===== config.mk =====
export PLATFORM = sky130hd
export DESIGN_NAME = psum_omux
export DESIGN_NICKNAME = d
export VERILOG_FILES = /design/src/rtl/cnn_pkg.sv /design/src/rtl/psum_omux_fifo.sv /design/src/rtl/psum_omux.sv
export SDC_FILE = /design/constraint.sdc
export NUM_CORES = 1
export LEC_CHECK = 0
export ABC_CLOCK_PERIOD_IN_PS = 4700
export CELL_PAD_IN_SITES_DETAIL_PLACEMENT = 1
export CELL_PAD_IN_SITES_GLOBAL_PLACEMENT = 1
export CORE_MARGIN = 2
export CORE_UTILIZATION = 55
export CTS_CLUSTER_DIAMETER = 100
export DETAILED_ROUTE_END_ITERATION = 12
export PLACE_DENSITY = 0.94
export REMOVE_ABC_BUFFERS = 1
export SETUP_SLACK_MARGIN = 0.1
export SLEW_MARGIN = 20
export SYNTH_ARGS = -nofsm -noshare
export SYNTH_HDL_FRONTEND = slang
export SYNTH_SLANG_ARGS = --single-unit

===== constraint.sdc =====
create_clock -name clock -period 4.7 [get_ports clock]
set_input_delay 0.705 -clock clock [delete_from_list [all_inputs] [get_ports clock]]
set_output_delay 0.705 -clock clock [all_outputs]
set_load 0.03 [all_outputs]

===== src/rtl/cnn_pkg.sv =====
// rtl/cnn_pkg.sv - shared psum packet types used by the routers and the output mux
package cnn_pkg;

    localparam int PSUM_W      = 40;
    localparam int PSUM_ID_W   = 8;
    localparam int PSUM_DATA_W = 32;

    typedef struct packed {
        logic [PSUM_ID_W-1:0]   id;
        logic [PSUM_DATA_W-1:0] data;
    } psum_t;

endpackage


===== src/rtl/psum_omux_fifo.sv =====
// rtl/psum_omux_fifo.sv - per-channel show-ahead psum FIFO with occupancy count
module psum_omux_fifo
    import cnn_pkg::*;
#(
    parameter int DEPTH = 4,
    localparam int PTR_W = $clog2(DEPTH),
    localparam int CNT_W = $clog2(DEPTH + 1)
) (
    input  logic             clock,
    input  logic             reset,
    input  logic             wr_en,
    input  psum_t            wr_data,
    input  logic             rd_en,
    output psum_t            head,
    output logic [CNT_W-1:0] count
);

    psum_t            mem [DEPTH];
    logic [PTR_W-1:0] wr_ptr;
    logic [PTR_W-1:0] rd_ptr;

    // Storage needs no reset; count gates every use of its contents.
    always_ff @(posedge clock) begin
        if (wr_en) begin
            mem[wr_ptr] <= wr_data;
        end
    end

    always_ff @(posedge clock) begin
        if (reset) begin
            wr_ptr <= '0;
            rd_ptr <= '0;
            count  <= '0;
        end else begin
            if (wr_en) begin
                wr_ptr <= wr_ptr + PTR_W'(1);
            end
            if (rd_en) begin
                rd_ptr <= rd_ptr + PTR_W'(1);
            end
            count <= count + CNT_W'(wr_en) - CNT_W'(rd_en);
        end
    end

    assign head = mem[rd_ptr];

endmodule


===== src/rtl/psum_omux.sv =====
// rtl/psum_omux.sv - round-robin psum output mux; PSUM_OMUX_STATS_EN adds per-channel transfer counters
module psum_omux
    import cnn_pkg::*;
#(
    parameter int N_CH       = 4,
    parameter int FIFO_DEPTH = 4,
    parameter int CH_W       = $clog2(N_CH)
) (
    input  logic                     clock,
    input  logic                     reset,
    input  logic [N_CH-1:0]          ch_enable_i,
    input  logic [PSUM_W*N_CH-1:0]   psum_i,
    input  logic [N_CH-1:0]          psum_valid_i,
    output logic [N_CH-1:0]          stall_o,
`ifdef PSUM_OMUX_STATS_EN
    input  logic                     stats_clr_i,
    output logic [16*N_CH-1:0]       pkt_cnt_o,
`endif
    output logic [PSUM_W-1:0]        out_data_o,
    output logic [CH_W-1:0]          out_ch_o,
    output logic                     out_valid_o,
    input  logic                     out_ready_i
);

    localparam int CNT_W = $clog2(FIFO_DEPTH + 1);

    logic [N_CH-1:0]  wr;
    logic [N_CH-1:0]  rd;
    logic [N_CH-1:0]  nonempty;
    psum_t            head       [N_CH];
    logic [CNT_W-1:0] count      [N_CH];
    logic [CNT_W-1:0] count_next [N_CH];

    logic [CH_W-1:0]  rr;
    logic [CH_W-1:0]  grant;
    logic [CH_W-1:0]  cand;
    logic             grant_found;
    logic             load;

    for (genvar g = 0; g < N_CH; g++) begin : g_fifo
        psum_omux_fifo #(
            .DEPTH (FIFO_DEPTH)
        ) u_fifo (
            .clock   (clock),
            .reset   (reset),
            .wr_en   (wr[g]),
            .wr_data (psum_t'(psum_i[g*PSUM_W +: PSUM_W])),
            .rd_en   (rd[g]),
            .head    (head[g]),
            .count   (count[g])
        );
    end

    assign load = !out_valid_o || out_ready_i;

    // Search starts just after the last granted channel so every channel gets a turn.
    always_comb begin
        grant_found = 1'b0;
        grant       = '0;
        cand        = '0;
        for (int i = 1; i <= N_CH; i++) begin
            cand = CH_W'((int'(rr) + i) % N_CH);
            if (!grant_found && nonempty[cand]) begin
                grant_found = 1'b1;
                grant       = cand;
            end
        end
    end

    always_comb begin
        wr       = '0;
        rd       = '0;
        nonempty = '0;
        for (int k = 0; k < N_CH; k++) begin
            wr[k]         = psum_valid_i[k] && !stall_o[k];
            nonempty[k]   = (count[k] != '0);
            rd[k]         = load && grant_found && (grant == CH_W'(k));
            count_next[k] = count[k] + CNT_W'(wr[k]) - CNT_W'(rd[k]);
        end
    end

    // Stall from next-cycle occupancy lets the last slot fill and frees it on a same-cycle pop.
    always_ff @(posedge clock) begin
        if (reset) begin
            stall_o <= '0;
        end else begin
            for (int k = 0; k < N_CH; k++) begin
                stall_o[k] <= !ch_enable_i[k] || (count_next[k] == CNT_W'(FIFO_DEPTH));
            end
        end
    end

    always_ff @(posedge clock) begin
        if (reset) begin
            out_valid_o <= 1'b0;
            out_data_o  <= '0;
            out_ch_o    <= '0;
            rr          <= CH_W'(N_CH - 1);
        end else if (load) begin
            if (grant_found) begin
                out_valid_o <= 1'b1;
                out_data_o  <= head[grant];
                out_ch_o    <= grant;
                rr          <= grant;
            end else begin
                out_valid_o <= 1'b0;
            end
        end
    end

`ifdef PSUM_OMUX_STATS_EN
    logic [15:0] pkt_cnt [N_CH];

    always_ff @(posedge clock) begin
        if (reset || stats_clr_i) begin
            for (int k = 0; k < N_CH; k++) begin
                pkt_cnt[k] <= '0;
            end
        end else begin
            for (int k = 0; k < N_CH; k++) begin
                if (wr[k] && (pkt_cnt[k] != 16'hFFFF)) begin
                    pkt_cnt[k] <= pkt_cnt[k] + 16'd1;
                end
            end
        end
    end

    always_comb begin
        pkt_cnt_o = '0;
        for (int k = 0; k < N_CH; k++) begin
            pkt_cnt_o[k*16 +: 16] = pkt_cnt[k];
        end
    end
`endif

endmodule

# Yosys cells after proc, flatten, opt, wreduce, memory -nomap -nowiden
# Memory sizes are Yosys's and may differ from the RTL's. A register that Yosys moved wholly into a read port is not among the register bits.
# Index checks and enable logic that the tools add are counted.
dict set report totals {
  in_bits 171
  n_memories 4
  register_bits 77
  ram_bits 640
  output_inout_bits 47
}
# name words word_bits rd rd_clocked_by_memory_dff write_ports line_no
set memory_table {}
lappend memory_table {{g_fifo[0].u_fifo.mem} 4 40 1 1 1 psum_omux_fifo.sv:18} ;# psum_t mem [DEPTH];
lappend memory_table {{g_fifo[1].u_fifo.mem} 4 40 1 1 1 psum_omux_fifo.sv:18}
lappend memory_table {{g_fifo[2].u_fifo.mem} 4 40 1 1 1 psum_omux_fifo.sv:18}
lappend memory_table {{g_fifo[3].u_fifo.mem} 4 40 1 1 1 psum_omux_fifo.sv:18}
dict set report op_classes {
  bitwise_logic 1
  eq_ne 7
  magnitude_cmp 5
  n_mux 36
  addsub 20
  reduce_logical 35
}
# cell n
set ops {}
lappend ops {{$bmux 40 s2} 1}
lappend ops {{$mux 40} 2}
lappend ops {{$mux 2} 12}
lappend ops {{$add 2x1->2 const B} 10}
lappend ops {{$mux 1} 17}
lappend ops {{$add 3x1->3} 4}
lappend ops {{$eq 3x3->1 const B} 4}
lappend ops {{$logic_and 1x1->1} 12}
lappend ops {{$logic_not 1->1} 12}
lappend ops {{$lt 2x3->1 const B} 4}
lappend ops {{$reduce_bool 3->1} 4}
lappend ops {{$sub 3x1->3} 4}
lappend ops {{$bmux 1 s2} 4}
lappend ops {{$logic_or 1x1->1} 5}
lappend ops {{$add 2x2->2 const B} 2}
lappend ops {{$eq 2x2->1 const B} 2}
lappend ops {{$ge 3x3->1 const B} 1}
lappend ops {{$not 2->3} 1}
lappend ops {{$eq 2x1->1 const B} 1}
lappend ops {{$logic_not 2->1} 1}
lappend ops {{$reduce_and 2->1} 1}

# Longest topological paths before layout
# Gate-level depths: netlist (run 1).
dict set report depth {
  word_depth 18
  ltp_mapped 17
}

# By module
# Synthesis (run 1) repeated with hierarchy kept, for this count alone.
dict set report unflattened {
  cells_unflattened 1420
  hier_area_um2 28999.1
}
# mod cells_per_inst n_inst area_each_um2
set modules_own_cells {}
lappend modules_own_cells {psum_omux_fifo 249 4 6244.7}
lappend modules_own_cells {psum_omux 424 1 4020.1}

# Least setup slack after synthesis (run 1)
# Ideal clock, no wire load.
dict set report synth_timing {
  kind {reg-to-reg}
  startpoint {reg g_fifo[2].u_fifo.count[1]}
  endpoint {reg stall_o[1]}
  slack_ns 1.696
  setup_time_ns 0.127
  path_stages_with_launch 18
  required_ns 4.573
  t_arrival_ns 2.877
  path_buffers 3
  path_cell_list {dfxtp_1 -> or3_1 -> buf_2 -> o221ai_2 -> a21o_1 -> buf_6 -> buf_4 -> o211ai_1 -> inv_1 -> ha_1 -> inv_1 -> ha_1 -> fa_1 -> xnor2_1 -> xnor2_1 -> nor2_1 -> nand2_1 -> o21ai_0}
}
dict set report synth_via {
  elab_chain_cells 18
}
# item line_no
set synth_rtl {}
lappend synth_rtl {{start: declaration} psum_omux_fifo.sv:15} ;# output logic [CNT_W-1:0] count
lappend synth_rtl {{start signal: assignment} psum_omux_fifo.sv:41} ;# count <= count + CNT_W'(wr_en) - CNT_W'(rd_en);
lappend synth_rtl {{$reduce_bool 3->1 (*)} psum_omux.sv:76} ;# nonempty[k] = (count[k] != '0);
lappend synth_rtl {{$bmux 1 s2} psum_omux.sv:63} ;# if (!grant_found && nonempty[cand]) begin
lappend synth_rtl {{$mux 1 (not written as such)} psum_omux.sv:63}
lappend synth_rtl {{$mux 1} psum_omux.sv:63}
lappend synth_rtl {{$logic_not 1->1} psum_omux.sv:63}
lappend synth_rtl {{$logic_and 1x1->1} psum_omux.sv:63}
lappend synth_rtl {{$mux 1} psum_omux.sv:63}
lappend synth_rtl {{$logic_not 1->1} psum_omux.sv:63}
lappend synth_rtl {{(+3 left out)} n/a}
lappend synth_rtl {{$logic_and 1x1->1} psum_omux.sv:63}
lappend synth_rtl {{$mux 2 or $mux 1 (tied branches)} psum_omux.sv:63}
lappend synth_rtl {{$eq 2x1->1 or $logic_and 1x1->1 (tied branches)} psum_omux.sv:77} ;# rd[k] = load && grant_found && (grant == CH_W'(k));
lappend synth_rtl {{$logic_and 1x1->1 (*)} psum_omux.sv:77}
lappend synth_rtl {{net g_fifo[1].u_fifo.rd_en} psum_omux_fifo.sv:13} ;# input logic rd_en,
lappend synth_rtl {{$sub 3x1->3 (*)} psum_omux.sv:78} ;# count_next[k] = count[k] + CNT_W'(wr[k]) - CNT_W'(rd[k]);
lappend synth_rtl {{$eq 3x3->1 (*)} psum_omux.sv:88} ;# stall_o[k] <= !ch_enable_i[k] || (count_next[k] == CNT_W'(FIFO_DEPTH));
lappend synth_rtl {{$logic_or 1x1->1 (*)} psum_omux.sv:88}
lappend synth_rtl {{end signal: indexed assignment} psum_omux.sv:88}
lappend synth_rtl {{end: declaration} psum_omux.sv:14} ;# output logic [N_CH-1:0] stall_o,
# The timed path passes the listed nets; every way through them passes the cells marked *. The select of a mux whose other input is x is not followed.
# A chain may end at the register's enable or synchronous reset.

# Final worst setup path (run 1)
# Ends and elaborated chain as after synthesis.

==> results of run 1 <==
[area by class of cell]
cell class / instances / area share
Sequential cell: 725 / 0.634
Multi-Input combinational cell: 483 / 0.191
Timing Repair Buffer: 248 / 0.0727
Clock buffer: 98 / 0.0623
Tap cell: 672 / 0.0255
Clock inverter: 34 / 0.00985
Inverter: 27 / 0.00307
Antenna cell: 18 / 0.00136
[per-stage QoR]
stage	power [W]	setup slack (ps)
after floorplan	0.0122	91.0
after global placement	0.0140	1100
after detailed placement	0.0145	988
after CTS	0.0206	903
after global routing	0.0213	670
final	0.0207	887
[cells by family after synthesis]
| logic type | Yosys count |
|---|---|
| AOI/OAI and AO/OA | 68 |
| xor gates and xnor gates | 20 |
| adders and majority gates | 28 |
| buffers and inverters | 100 |
| DFF | 725 |
| muxes | 240 |
| and+or+nand+nor | 127 |
[metal layers]
metal / global-route usage / vias to the layer above
li1: - / 5881
met1: 0.381 / 7751
met2: 0.479 / 877
met3: 0.0675 / 188
met4: 0.133 / 18
met5: 0 / -
[worst max-delay path: cells and delay by family (launching register included)]
| kind | cells | cell delay (ps) |
|---|---|---|
| xor+xnor | 2 | 360 |
| compound gates | 4 | 1230 |
| fa+ha+maj | 3 | 750 |
| buf+inv | 2 | 190 |
| flops | 1 | 360 |
| simple gates | 3 | 740 |
[layout by cell type (no fill, tap or decap), types with 6 or more instances in the layout]
master | synthesis | layout
edfxtp_1 | 640 | 640
clkdlybuf4s50_1 | 0 | 216
mux4_2 | 160 | 160
clkbuf_16 | 0 | 77
dfxtp_1 | 85 | 77
nor2_1 | 76 | 76
mux2_1 | 58 | 58
a222oi_1 | 40 | 40
buf_4 | 5 | 31
inv_1 | 27 | 27
ha_1 | 24 | 24
mux2_2 | 22 | 22
diode_2 | 0 | 18
clkbuf_1 | 58 | 16
nor2b_1 | 15 | 15
xnor2_1 | 15 | 15
and2_2 | 0 | 14
clkinv_2 | 0 | 13
clkinv_1 | 0 | 10
dfxtp_2 | 0 | 7
a21oi_1 | 6 | 6
bufinv_16 | 0 | 6
[final timing paths]
check	from	end	slack, ps
setup / recovery	g_fifo[2].u_fifo.count[1]$_SDFF_PP0_	stall_o[1]$_SDFF_PP0_	890
hold / removal	out_data_o[37]$_SDFFE_PP0P_	out_data_o[37]$_SDFFE_PP0P_	540
setup reg to reg	g_fifo[2].u_fifo.count[1]$_SDFF_PP0_	stall_o[1]$_SDFF_PP0_	890
hold reg to reg	out_data_o[37]$_SDFFE_PP0P_	out_data_o[37]$_SDFFE_PP0P_	540
[flip-flops by register name (all words and copies together) (netlist names), named ones only]
| signal | cells |
|---|---|
| g_fifo.u_fifo.rd_ptr | 8 |
| g_fifo.u_fifo.mem | 640 |
| stall_o | 4 |
| out_data_o | 40 |
| out_ch_o | 2 |
| g_fifo.u_fifo.count | 12 |
| out_valid_o | 1 |
| g_fifo.u_fifo.wr_ptr | 8 |
| rr | 2 |
[where the power goes]
part / switching (W) / total (W) / leakage [nW] / internal, W
registers: 0.000501 / 0.00840 / 6.54 / 0.00790
logic: 0.00376 / 0.00639 / 2.97 / 0.00263
clock network: 0.00252 / 0.00593 / 1.17 / 0.00341
==> results by group, run 1 <==
Run status
  – Status: completed

Setup path
  – Req. time, crit path: approximately 5000 ps
  – Worst path cell trace: or3_1 > o221ai_2 > a21o_4 > o211ai_1 > inv_1 > ha_1 > inv_1 > ha_1 > fa_1 > xnor2_1 > xnor2_1 > nor2_1 > nand2_1 > o21ai_0
  – Crit path kind: reg -> reg
  – CP arrival: approximately 4300 ps
  – Startpoint Class: flip-flop
  – Crit-path max FO: 38
  – Slowest library cell on the worst path: a21o_4
  – Worst-case reg-to-reg path depth: 14
  – Crit. End Element: flip-flop
  – Worst path max stage delay: between 500 and 600 ps

STA
  – Endpoints failing setup: 0
  – RSZ-0062 raised after global routing: false
  – Final count of pins violating max slew: 0
  – Fin. Hold Viols: 0
  – Slew @ Worst Pin: slightly above 1000 ps
  – Worst Skew: just over 20 ps
  – TNS Setup: 0 ps
  – Minimum clock period: 3810 ps
  – Worst slew margin: 0.313
  – Max Fclk: about 260 MHz
  – Worst hold slack: roughly 540 ps
  – Final period util: 0.811

Power and ir drop
  – Static Leak: around 11 nW
  – Peak supply drop: 0.384 mV
  – Pwr Density: ~630 mW/mm^2

Synthesis
  – Synth top area share: 0.696
  – Post-Synth XOR/XNOR Area: 0.00634
  – Synth unique cells: 43
  – Mux contribution to synthesized area: 0.163
  – Post-synthesis compound-gate area fraction: 0.0228
  – List of most frequent post-synthesis cells: edfxtp_1 (640), mux4_2 (160), dfxtp_1 (85)
  – Post-Synth Adder-Cell Area: 0.0138
  – Synth Instances: between 1000 and 1500
  – Yosys top cell by area: edfxtp_1
  – Ys flop type: edfxtp_1
  – Number of synthesized flops with an enable pin: 640
  – Post-synthesis register bit count: 725
  – Area contributors post-synth: edfxtp_1 (70%), mux4_2 (13%), dfxtp_1 (6.2%)
  – Simple-gate share of the synthesized area: 0.0217
  – Ys Warns: 0
  – Ys async rst share: 0
  – Register area share after synthesis: 0.757
  – Top-count cell post-synth: edfxtp_1
  – Syn Std Cell Area: ~0.028 mm^2
  – Avg Cell Area, Syn: roughly 21 um^2
  – Largest family of logic cells by synthesized area: multiplexers

Die
  – Io pins: 218
  – Core area: approximately 0.050 mm^2
  – Die H: between 200 and 250 um
  – Die Footprint: 0.0520 mm^2
  – Row Count: 82
  – Die X: roughly 230 um
  – Initial core utilization: 0.554

CTS
  – Skew-Pair Late Insertion Delay: slightly above 600 ps
  – Clock-pin slew on the worst setup and hold paths: 70 ps
  – CTS tree: done
  – Number of buffers created by CTS: ~70
  – Resized Gates After CTS: 0
  – H-tree Lvls: 3
  – Setup Buffers After CTS: 0
  – CTS Sinks: 725
  – Longest Clk Path Bufs: 3
  – Post-cts hold buffer count: 0
  – CTS root buffer: clkbuf_16

Placed design
  – Hpwl dp: 46200 um
  – Port Buf Inserts: around 220
  – Cell count after placement: 2155
  – Cell Area, Placed: 0.0306 mm^2
  – Placer congestion estimate: roughly 0.84

Final layout
  – Fin cells: between 2000 and 2500
  – Ratio of cells with drive above 1 in the final layout: 0.218
  – Register area: ~0.021 mm^2
  – Area of the multi-input gates: about 0.0063 mm^2
  – NumNets Final: ~1800
  – Final core occ: 0.662
  – Fillers: 4057
  – Finished Cell Area: about 0.033 mm^2
  – Area grow syn2layout: 19.5%

Run
  – Max-cap violation count: 0

Global routing
  – Grt ovf: 0
  – Largest net degree at the start of global routing: a little over 50
  – All-Layer GR Usage: 0.294
  – Initial antenna violation count: 22
  – Vias in the first global route: between 15000 and 20000
  – First-pass GRT wire length: 110000 um

Drt
  – WL met2: roughly 39000 um
  – Iter 0 DRT Violations: approximately 1900
  – DRT Pass-1 Iters: 5
  – Final WL: between 70000 and 80000 um
  – Vias per cell: approximately 6.4
  – Met1 wire length: 29400 um
  – Routed len/inst: 33.9 um
  – Drt drc: 0
  – Total length of routed met3 wires: ~6400 um
  – Detailed-route via count: between 10000 and 15000
  – Antenna viol nets, final: 0
  – DR top layer: met5

Hold path
  – Hold Crit Class: reg -> reg
  – Hold path depth: 2
Note: power is estimated with default switching activity, not from simulation.
==> run 2: changes to the inputs <==
Settings changed: ABC_CLOCK_PERIOD_IN_PS 4700 to 3100, CORE_UTILIZATION 55 to 46, PLACE_DENSITY 0.94 to 0.85.
Clock period 4.7 ns to 3.1 ns, I/O delays scaled along.
==> run 2 against run 1 <==
Power grew 55%. Die area grew 19%. Largest power group unchanged. Hold slack lost 160 ps. Maximum frequency grew 24%.
==> results by group, run 2 (synthesis gave the netlist of run 1 again) <==
Die
  – Io pins: 218 (unchanged)
  – Initial core utilization: 0.466 (was 0.554)
  – Die Footprint: 0.0620 mm^2 (was 0.0520 mm^2)
  – Core area: 0.0592 mm^2 (was 0.0499 mm^2)
  – Die X: 249 um (was 228 um)
  – Row Count: 89 (was 82)
  – Die H: 249 um (was 228 um)

STA
  – RSZ-0062 raised after global routing: true (was false)
  – Fin. Hold Viols: 0 (unchanged)
  – Slew @ Worst Pin: 647 ps (was 1030 ps)
  – Final worst slack: 18.4 ps (was 887 ps)
  – Final count of pins violating max slew: 0 (unchanged)
  – Endpoints failing setup: 0 (unchanged)
  – Final period util: 0.994 (was 0.811)
  – Max Fclk: 325 MHz (was 262 MHz)
  – Minimum clock period: 3080 ps (was 3810 ps)
  – Worst Skew: 21.9 ps (was 20.4 ps)
  – Worst slew margin: 0.566 (was 0.313)

Final layout
  – Commonest non-fill, non-tap cell in the layout: edfxtp_1 (unchanged)
  – Biggest register: g_fifo.u_fifo.mem (unchanged)
  – Leading cell types in the layout, fill and taps excluded: edfxtp_1 (640), clkdlybuf4s50_1 (216), mux4_2 (160) (unchanged)
  – Register area: 0.0209 mm^2 (unchanged)
  – Area of the multi-input gates: 0.00648 mm^2 (was 0.00632 mm^2)
  – Final core occ: 0.572 (was 0.662)
  – Fillers: 5078 (was 4057)
  – NumNets Final: 1788 (was 1756)
  – Area grow syn2layout: 22.6% (was 19.5%)
  – Max reg flops: 640 (unchanged)
  – Regs by FF count: g_fifo.u_fifo.mem x640, out_data_o x40, g_fifo.u_fifo.count x12 (unchanged)
  – Ratio of cells with drive above 1 in the final layout: 0.248 (was 0.218)
  – Fin cells: 2430 (was 2305)

Run status
  – Status: completed (unchanged)

Power and ir drop
  – Peak supply drop: 1.13 mV (was 0.384 mV)
  – Net Sw Power: 0.0101 W (was 0.00678 W)
  – Clock power frac: 0.278 (was 0.286)
  – Static Leak: 11.0 nW (was 10.7 nW)
  – Cell Int Power: 0.0219 W (was 0.0139 W)
  – Net switching fraction of the power: 0.316 (was 0.327)
  – Part of the power in combinational logic: 0.330 (was 0.308)
  – Pwr Density: 946 mW/mm^2 (was 628 mW/mm^2)
  – Seq pwr share: 0.392 (was 0.405)
  – Total power: 0.0320 W (was 0.0207 W)

Global routing
  – All-Layer GR Usage: 0.234 (was 0.294)
  – Largest net degree at the start of global routing: 82 (was 51)
  – Initial antenna violation count: 14 (was 22)
  – Vias in the first global route: 15700 (was 15500)
  – Grt ovf: 0 (unchanged)
  – First-pass GRT wire length: 107000 um (was 110000 um)

Placed design
  – Port Buf Inserts: 217 (unchanged)
  – Cell count after placement: 2276 (was 2155)
  – Place WS: -74.9 ps (was 988 ps)
  – Placer congestion estimate: 0.846 (was 0.841)
  – Hpwl dp: 44800 um (was 46200 um)

CTS
  – CTS tree: done (unchanged)
  – Longest Clk Path Bufs: 3 (unchanged)
  – CTS Sinks: 725 (unchanged)
  – Clock-pin slew on the worst setup and hold paths: 60 ps (was 70 ps)
  – H-tree Lvls: 3 (unchanged)
  – Skew-Pair Late Insertion Delay: 600 ps (was 620 ps)
  – Post-cts hold buffer count: 0 (unchanged)
  – CTS root buffer: clkbuf_16 (unchanged)
  – Number of buffers created by CTS: 74 (was 72)

Hold path
  – Hold Crit Class: in -> reg (was reg -> reg)
  – Hold path depth: 3 (was 2)

Drt
  – Vias per cell: 5.90 (was 6.38)
  – DRT Pass-1 Iters: 5 (unchanged)
  – Detailed-route via count: 14300 (was 14700)
  – Final WL: 72100 um (was 78100 um)
  – Drt drc: 0 (unchanged)
  – Routed len/inst: 29.7 um (was 33.9 um)
  – Iter 0 DRT Violations: 1353 (was 1884)
  – Antenna viol nets, final: 0 (unchanged)

Setup path
  – Worst-case reg-to-reg path depth: 15 (was 14)
  – Startpoint Class: flip-flop (unchanged)
  – Slowest library cell on the worst path: or3_4 (was a21o_4)
  – Crit-path max FO: 4 (was 38)
  – R2R Path End: stall_o[0]$_SDFF_PP0_ (was stall_o[1]$_SDFF_PP0_)
  – Capture point of the worst path: stall_o[0]$_SDFF_PP0_ (was stall_o[1]$_SDFF_PP0_)
  – CP arrival: 3560 ps (was 4260 ps)
  – Worst r2r src: g_fifo[2].u_fifo.count[0]$_SDFF_PP0_ (was g_fifo[2].u_fifo.count[1]$_SDFF_PP0_)
  – Crit path kind: reg -> reg (unchanged)
  – Worst path max stage delay: 410 ps (was 570 ps)
  – Reg-to-reg setup timing slack: 20 ps (was 890 ps)
  – Worst Setup SP: g_fifo[2].u_fifo.count[0]$_SDFF_PP0_ (was g_fifo[2].u_fifo.count[1]$_SDFF_PP0_)
  – Worst path cell trace: or3_4 > buf_6 > a211oi_4 > a21oi_2 > o211ai_1 > inv_1 > ha_4 > inv_2 > ha_4 > fa_2 > xnor2_4 > xnor2_2 > nor2_2 > nand2_1 > o21ai_1 (was or3_1 > o221ai_2 > a21o_4 > o211ai_1 > inv_1 > ha_1 > inv_1 > ha_1 > fa_1 > xnor2_1 > xnor2_1 > nor2_1 > nand2_1 > o21ai_0)
  – Req. time, crit path: 3580 ps (was 5150 ps)
  – Crit. End Element: flip-flop (unchanged)
  – CP dominant cell by count: ha_4

Run
  – Max-cap violation count: 0 (unchanged)
[run 2: cell types whose count changed in the layout (fill, tap and decap cells not counted), sizes merged]
cell and delta:
bufinv +1, diode -9, clkinvlp +1, inv -1
clkinv -1, clkbuf +3, buf +30
[run 2: how the worst min path moves through the flow]
stage                                                  from                                   end  slack, ps
floorplan           g_fifo[3].u_fifo.rd_ptr[1]$_SDFFE_PP0P_                             flip-flop        480
global placement                   out_ch_o[0]$_SDFFE_PP0P_              out_ch_o[0]$_SDFFE_PP0P_        490
detailed placement                 out_ch_o[0]$_SDFFE_PP0P_              out_ch_o[0]$_SDFFE_PP0P_        500
CTS                                                   reset            out_data_o[8]$_SDFFE_PP0P_        360
global route                                          reset           out_data_o[23]$_SDFFE_PP0P_        400
finish                                                reset  g_fifo[0].u_fifo.count[2]$_SDFF_PP0_        380
[run 2: critical path, delay by kind of cell, from the launching register on]
kind | cells | cell delay, ps
compound gates | 4 | 600
xor+xnor | 2 | 360
fa+ha+maj | 3 | 830
buf+inv | 3 | 300
flops | 1 | 320
simple gates | 3 | 550
[run 2: layout make-up]
cell class	instances	share of cell area
well taps	773	0.0285
flip-flops and latches	725	0.618
clock buffers	101	0.0610
multi-input cells	483	0.191
repair buffers	278	0.0872
diodes	9	0.000665
inverters	27	0.00299
clock inverters	34	0.0104
[run 2: metrics by stage]
step / hold slack (ps) / cell area, um^2 / setup TNS [ps]
4_1_cts: 362 / 33700 / 0
6_report: 377 / 33900 / 0
5_1_grt: 405 / 33900 / -290
2_1_floorplan: 485 / 27300 / -35550
3_5_place_dp: 504 / 31200 / -74.9
3_3_place_gp: 488 / 31200 / 0
[run 2: power by group through the flow]
stage               combinational, W  clock, W  sequential [W]
detailed placement           0.00979         0          0.0127
floorplan                    0.00492         0          0.0133
global route                  0.0112   0.00936          0.0127
global placement             0.00934         0          0.0126
CTS                           0.0103   0.00901          0.0126
finish                        0.0106   0.00890          0.0126
[run 2: metal layers]
layer	vias up	routed length [um]	track usage
li1	5940	-	-
met1	7603	27500	0.298
met2	619	36800	0.397
met3	153	5160	0.0476
met4	18	2520	0.0898
met5	-	112	0
[run 2: repair_timing]
action,CTS,global route
gates resized for setup,22,16
setup endpoints to repair,7,7
pin swaps,9,22
buffers inserted,3,7
